[src/rtl/regfile_write_arbiter.sv]
// -----------------------------------------------------------------------------
// regfile_write_arbiter
//
// Shares the single write port of the register file between the in-order
// pipeline writeback and the multi-cycle execution unit (mul/div).
// Multi-cycle results are buffered in a small FIFO. The FIFO drains whenever
// the pipeline leaves the port idle. If the FIFO head has been denied
// STARVE_LIMIT cycles in a row, it is forced through and writeback stalls for
// that cycle.
//
// Handshakes:
//   wb : wb_valid is a request. wb_stall=1 means the request was not taken,
//        and the pipeline holds wb_* and retries. wb_stall=0 with wb_valid=1
//        means the request was consumed this cycle (written at this edge, or
//        dropped silently when wb_reg==0).
//   mc : strict valid/ready. A transfer happens on a rising edge where
//        mc_valid && mc_ready. mc_ready does not depend on mc_valid or on a
//        same-cycle dequeue. Results for r0 are accepted and discarded.
//
// Ports:
//   clk, rst                 clock, synchronous active-high reset
//   wb_valid/wb_reg/wb_data  pipeline writeback request
//   wb_stall                 writeback not accepted this cycle
//   mc_valid/mc_reg/mc_data  multi-cycle result
//   mc_ready                 multi-cycle result accepted this cycle
//   reg_write/write_reg/write_data  register file write port
//   pending_mask             bit i set iff a queued entry targets register i
//   fifo_count               current FIFO occupancy
// -----------------------------------------------------------------------------
module regfile_write_arbiter #(
  parameter int DATA_W       = 16,
  parameter int ADDR_W       = 4,
  parameter int FIFO_DEPTH   = 2,
  parameter int STARVE_LIMIT = 4
) (
  input  logic                            clk,
  input  logic                            rst,
  input  logic                            wb_valid,
  input  logic [ADDR_W-1:0]               wb_reg,
  input  logic [DATA_W-1:0]               wb_data,
  output logic                            wb_stall,
  input  logic                            mc_valid,
  output logic                            mc_ready,
  input  logic [ADDR_W-1:0]               mc_reg,
  input  logic [DATA_W-1:0]               mc_data,
  output logic                            reg_write,
  output logic [ADDR_W-1:0]               write_reg,
  output logic [DATA_W-1:0]               write_data,
  output logic [(1<<ADDR_W)-1:0]          pending_mask,
  output logic [$clog2(FIFO_DEPTH):0]     fifo_count
);

  localparam int PTR_W = $clog2(FIFO_DEPTH);
  localparam int CNT_W = PTR_W + 1;
  localparam int SC_W  = $clog2(STARVE_LIMIT + 1);
  localparam int NREG  = 1 << ADDR_W;

  // FIFO storage; q_vld marks occupied slots so the pending mask can be
  // built directly from registered contents.
  logic [ADDR_W-1:0]     q_reg  [FIFO_DEPTH];
  logic [DATA_W-1:0]     q_data [FIFO_DEPTH];
  logic [FIFO_DEPTH-1:0] q_vld;
  logic [PTR_W-1:0]      rd_ptr;
  logic [PTR_W-1:0]      wr_ptr;
  logic [CNT_W-1:0]      count;
  logic [SC_W-1:0]       starve_cnt;

  logic fifo_nonempty;
  logic force_drain;
  logic wb_real;
  logic grant_wb;
  logic grant_fifo;
  logic enq;

  assign fifo_nonempty = (count != '0);
  assign force_drain   = fifo_nonempty && (starve_cnt == SC_W'(STARVE_LIMIT));
  // A writeback to r0 is never a real write; it leaves the port to the FIFO.
  assign wb_real       = wb_valid && (wb_reg != '0);
  assign grant_wb      = !rst && !force_drain && wb_real;
  assign grant_fifo    = !rst && fifo_nonempty && (force_drain || !wb_real);

  assign mc_ready      = !rst && (count < CNT_W'(FIFO_DEPTH));
  assign enq           = mc_valid && mc_ready && (mc_reg != '0);

  assign wb_stall      = !rst && force_drain && wb_valid;
  assign fifo_count    = count;

  // Write port mux; idle port drives zeros.
  always_comb begin
    reg_write  = 1'b0;
    write_reg  = '0;
    write_data = '0;
    if (grant_fifo) begin
      reg_write  = 1'b1;
      write_reg  = q_reg[rd_ptr];
      write_data = q_data[rd_ptr];
    end else if (grant_wb) begin
      reg_write  = 1'b1;
      write_reg  = wb_reg;
      write_data = wb_data;
    end
  end

  // Duplicate destinations naturally keep a bit set until the last one drains.
  always_comb begin
    pending_mask = '0;
    for (int i = 0; i < FIFO_DEPTH; i++) begin
      if (q_vld[i]) pending_mask[q_reg[i]] = 1'b1;
    end
  end

  // Payload storage needs no reset: q_vld qualifies every read that matters.
  always_ff @(posedge clk) begin
    if (enq) begin
      q_reg[wr_ptr]  <= mc_reg;
      q_data[wr_ptr] <= mc_data;
    end
  end

  // Control state. Enqueue and dequeue never touch the same slot in one cycle:
  // enqueue needs a non-full FIFO, dequeue needs a non-empty one.
  always_ff @(posedge clk) begin
    if (rst) begin
      rd_ptr     <= '0;
      wr_ptr     <= '0;
      count      <= '0;
      q_vld      <= '0;
      starve_cnt <= '0;
    end else begin
      if (enq) begin
        q_vld[wr_ptr] <= 1'b1;
        wr_ptr        <= wr_ptr + 1'b1;
      end
      if (grant_fifo) begin
        q_vld[rd_ptr] <= 1'b0;
        rd_ptr        <= rd_ptr + 1'b1;
      end
      case ({enq, grant_fifo})
        2'b10:   count <= count + 1'b1;
        2'b01:   count <= count - 1'b1;
        default: count <= count;
      endcase
      // Count only the cycles an existing head is denied; a freshly filled
      // FIFO starts from zero.
      if (!fifo_nonempty || grant_fifo) begin
        starve_cnt <= '0;
      end else if (starve_cnt != SC_W'(STARVE_LIMIT)) begin
        starve_cnt <= starve_cnt + 1'b1;
      end
    end
  end

endmodule

[config.mk]
export PLATFORM = sky130hd
export DESIGN_NAME = regfile_write_arbiter
export DESIGN_NICKNAME = d
export VERILOG_FILES = /design/src/rtl/regfile_write_arbiter.sv
export SDC_FILE = /design/constraint.sdc
export NUM_CORES = 1
export LEC_CHECK = 0
export CORE_ASPECT_RATIO = 1.25
export CORE_UTILIZATION = 48
export DETAILED_ROUTE_END_ITERATION = 10
export PLACE_DENSITY = 0.85
export SYNTH_ARGS = -nofsm -noshare
export SYNTH_HDL_FRONTEND = slang
export SYNTH_SLANG_ARGS = --single-unit
[constraint.sdc]
create_clock -name clk -period 4.41 [get_ports clk]
set_clock_uncertainty 0.2 [all_clocks]
set_input_delay 0.882 -clock clk [delete_from_list [all_inputs] [get_ports clk]]
set_output_delay 0.882 -clock clk [all_outputs]
set_load 0.01 [all_outputs]
==> results by group <==
Clocking
  – H-tree levels: 2
  – Post-CTS Resized: 0
  – Hold_buf cts: 0
  – Clock transition at the registers of the reported paths: around 90 ps
  – CTS tree: done
  – CTS Root Buffer Type: clkbuf_8
  – Max Root-Sink Buffers: 2
  – Setup Fix Bufs, Post-CTS: 0
  – Sink Count: 50
  – Inserted Clock Buffers: 5
  – Clock latency on the worst-skew pair: between 300 and 400 ps

Detailed routing
  – WL/cell: around 17 µm
  – Routed Antenna Nets: 0
  – Via/cell ratio: 5.63
  – DRC: 0
  – DR pass1 iterations: 4
  – Via count: approximately 1800
  – Post-Route WL: between 5000 and 6000 µm
  – DRT iter0 DRCs: 94

Layout
  – Fin util: a little under three quarters
  – Largest register FFs: 32
  – # nets final: roughly 310
  – Final Cell Area: 3380 µm²
  – Antenna cells: 0
  – Fillcell total: 358
  – Area grow syn2layout: 42.3%
  – Layout cell share with drive strength beyond 1: under 10%

Critical path
  – R2R Setup Slk: about 2000 ps
  – Req. time, crit path: 3330 ps
  – CP arrival: 3220 ps
  – Startpoint Class: input pin
  – Setup CP Type: input pin to primary output
  – Endpoint type of the worst setup path: primary output
  – CP max FO: 17

Placed design
  – DP HPWL: 4070 µm
  – Dpl cell area: about 3300 µm²
  – IO buf count: between 80 and 90
  – GPL Wtd Cong: between 0.9 and 1

Logic synthesis
  – Area share of the leading cell type in the synthesized netlist: around 50%
  – Area of the mapped netlist: 2380 µm²
  – Synth cell types: 38
  – Cell type with the largest total area after synthesis: edfxtp_1
  – Top_reg_cell synth: edfxtp_1
  – Mapped Cells: approximately 180
  – Mapped Avg Cell Area: 13.6 µm²
  – Top-count cell post-synth: edfxtp_1
  – Synth warnings: 0
  – Ys async rst share: 0%
  – Top cells by area, synth: edfxtp_1, mux2i_1, dfxtp_1, o2bb2ai_1, o22ai_1
  – Seq/Total Area, Yosys: 58.9%
  – Number of synthesized flops with an enable pin: 40
  – Flops & latches, synth: 50
  – Syn_nets: between 200 and 250
  – Commonest cells post-synth: edfxtp_1, mux2i_1, o2bb2ai_1, o22ai_1, dfxtp_1

Floorplan
  – Die width: between 60 and 70 µm
  – Die Area: 5240 µm²
  – Core ar.: around 4800 µm²
  – Initial Util: between 40% and 50%
  – Num ports: 85
  – Die Ht: a little over 80 µm
  – Site Rows: 28

Global routing
  – Total GRT Usage: a little over a fifth
  – Vias in the first global route: about 1700
  – Initial antenna violation count: 0
  – Pin count of the biggest net entering global routing: 23
  – Remaining Overflow, GRT: 0
  – First-pass GRT wire length: around 8400 µm

Pwr
  – Power Dens Cells: roughly 300 nW/µm²
  – Static leakage: 1.11 nW
  – Worst vdd ir: between 0.2 and 0.25 mV

STA
  – Setup TNS: 0 ps
  – Endpoints failing hold: 0
  – Headroom to the max-slew limit: between 30% and 40%
  – Post-route minimum period: about 4300 ps
  – Final max-slew violation count: 0
  – Worst slew pin tran: approximately 980 ps
  – Final setup viols: 0
  – Achievable Freq: between 200 and 250 MHz
  – RSZ-0062 raised after global routing: false
  – Tcrit/Tclk final: a little over nine tenths

Flow run
  – Max Cap Viol: 0

Status
  – Status: finished clean

Min path
  – Worst Hold Class: flip-flop to flip-flop
[through the flow]
stage               instances  hold WS, ps  total power [mW]  worst slack [ps]
floorplan                 175          261             0.662              1140
global placement          318          273             0.763               205
detailed placement        318          298             0.771               116
CTS                       326          321              1.03               106
global route              326          365              1.06              46.6
finish                    326          320              1.02               108
[worst max-delay path, cell delays in order]
cell             delay [ps]
clkdlybuf4s50_1         450
or4_1                   510
a311o_1                 390
buf_4                   220
o2bb2ai_1               170
clkdlybuf4s50_1         590
[power breakdown]
part           switching, mW  internal [mW]  total, mW
Combinational         0.0885          0.116      0.205
Sequential            0.0203          0.533      0.554
Clock                  0.154          0.112      0.266
Total                  0.263          0.761       1.02
[layout by cell type, fill, tap and decap left out, types with 2 or more instances in the layout]
| cell type | instances |
|---|---|
| clkdlybuf4s50_1 | 84 |
| o221a_2 | 2 |
| clkbuf_8 | 5 |
| o22ai_1 | 16 |
| o2bb2ai_1 | 19 |
| ha_1 | 3 |
| a21oi_1 | 2 |
| nand2b_1 | 4 |
| nand2_1 | 6 |
| dfxtp_1 | 10 |
| buf_4 | 6 |
| inv_1 | 7 |
| or2_2 | 2 |
| nand3_1 | 4 |
| and4_1 | 2 |
| nor2_1 | 3 |
| and3_1 | 2 |
| or4_1 | 2 |
| xnor2_1 | 2 |
| mux2i_1 | 22 |
| nand3b_1 | 4 |
| edfxtp_1 | 40 |
[path summary, 6_finish.rpt]
check                                   start       endpoint  depth (start not counted)
worst min-delay path                   rd_ptr         rd_ptr                          1
worst max register to register  starve_cnt[0]  fifo_count[1]                          8
worst min register to register         rd_ptr         rd_ptr                          1
worst max-delay path                wb_reg[1]  write_data[4]                          6
[routing by layer]
layer  track usage, %  up-vias  part of all wire [%]
met2             39.6       58                    54
met4             8.22        0                   2.2
met5                0        -                     0
met1             25.3      880                    40
li1                 -      886                     -
met3             3.98       11                   3.8
[cell type report]
type	count	area [µm²]	share of cell area [%]
sequential	50	1400	41.4
timing repair buffer	91	906	26.8
multi-input combinational	110	887	26.2
tap	60	75.1	2.22
clock buffer	5	68.8	2.03
inverter	7	26.3	0.776
clock inverter	3	20.0	0.591
[cells by family (layout without fill, tap and decap cells)]
| group | count (synthesis) | in the layout | share of synthesized area (%) |
|---|---|---|---|
| AOI/OAI and AO/OA | 47 | 47 | 15.6 |
| xor gates and xnor gates | 3 | 3 | 1.10 |
| adders and majority gates | 3 | 3 | 1.58 |
| buffers and inverters | 15 | 106 | 4.52 |
| DFF | 50 | 50 | 58.9 |
| muxes | 23 | 23 | 9.73 |
| and+or+nand+nor | 34 | 34 | 8.52 |
(Power assumes the default switching activity.)
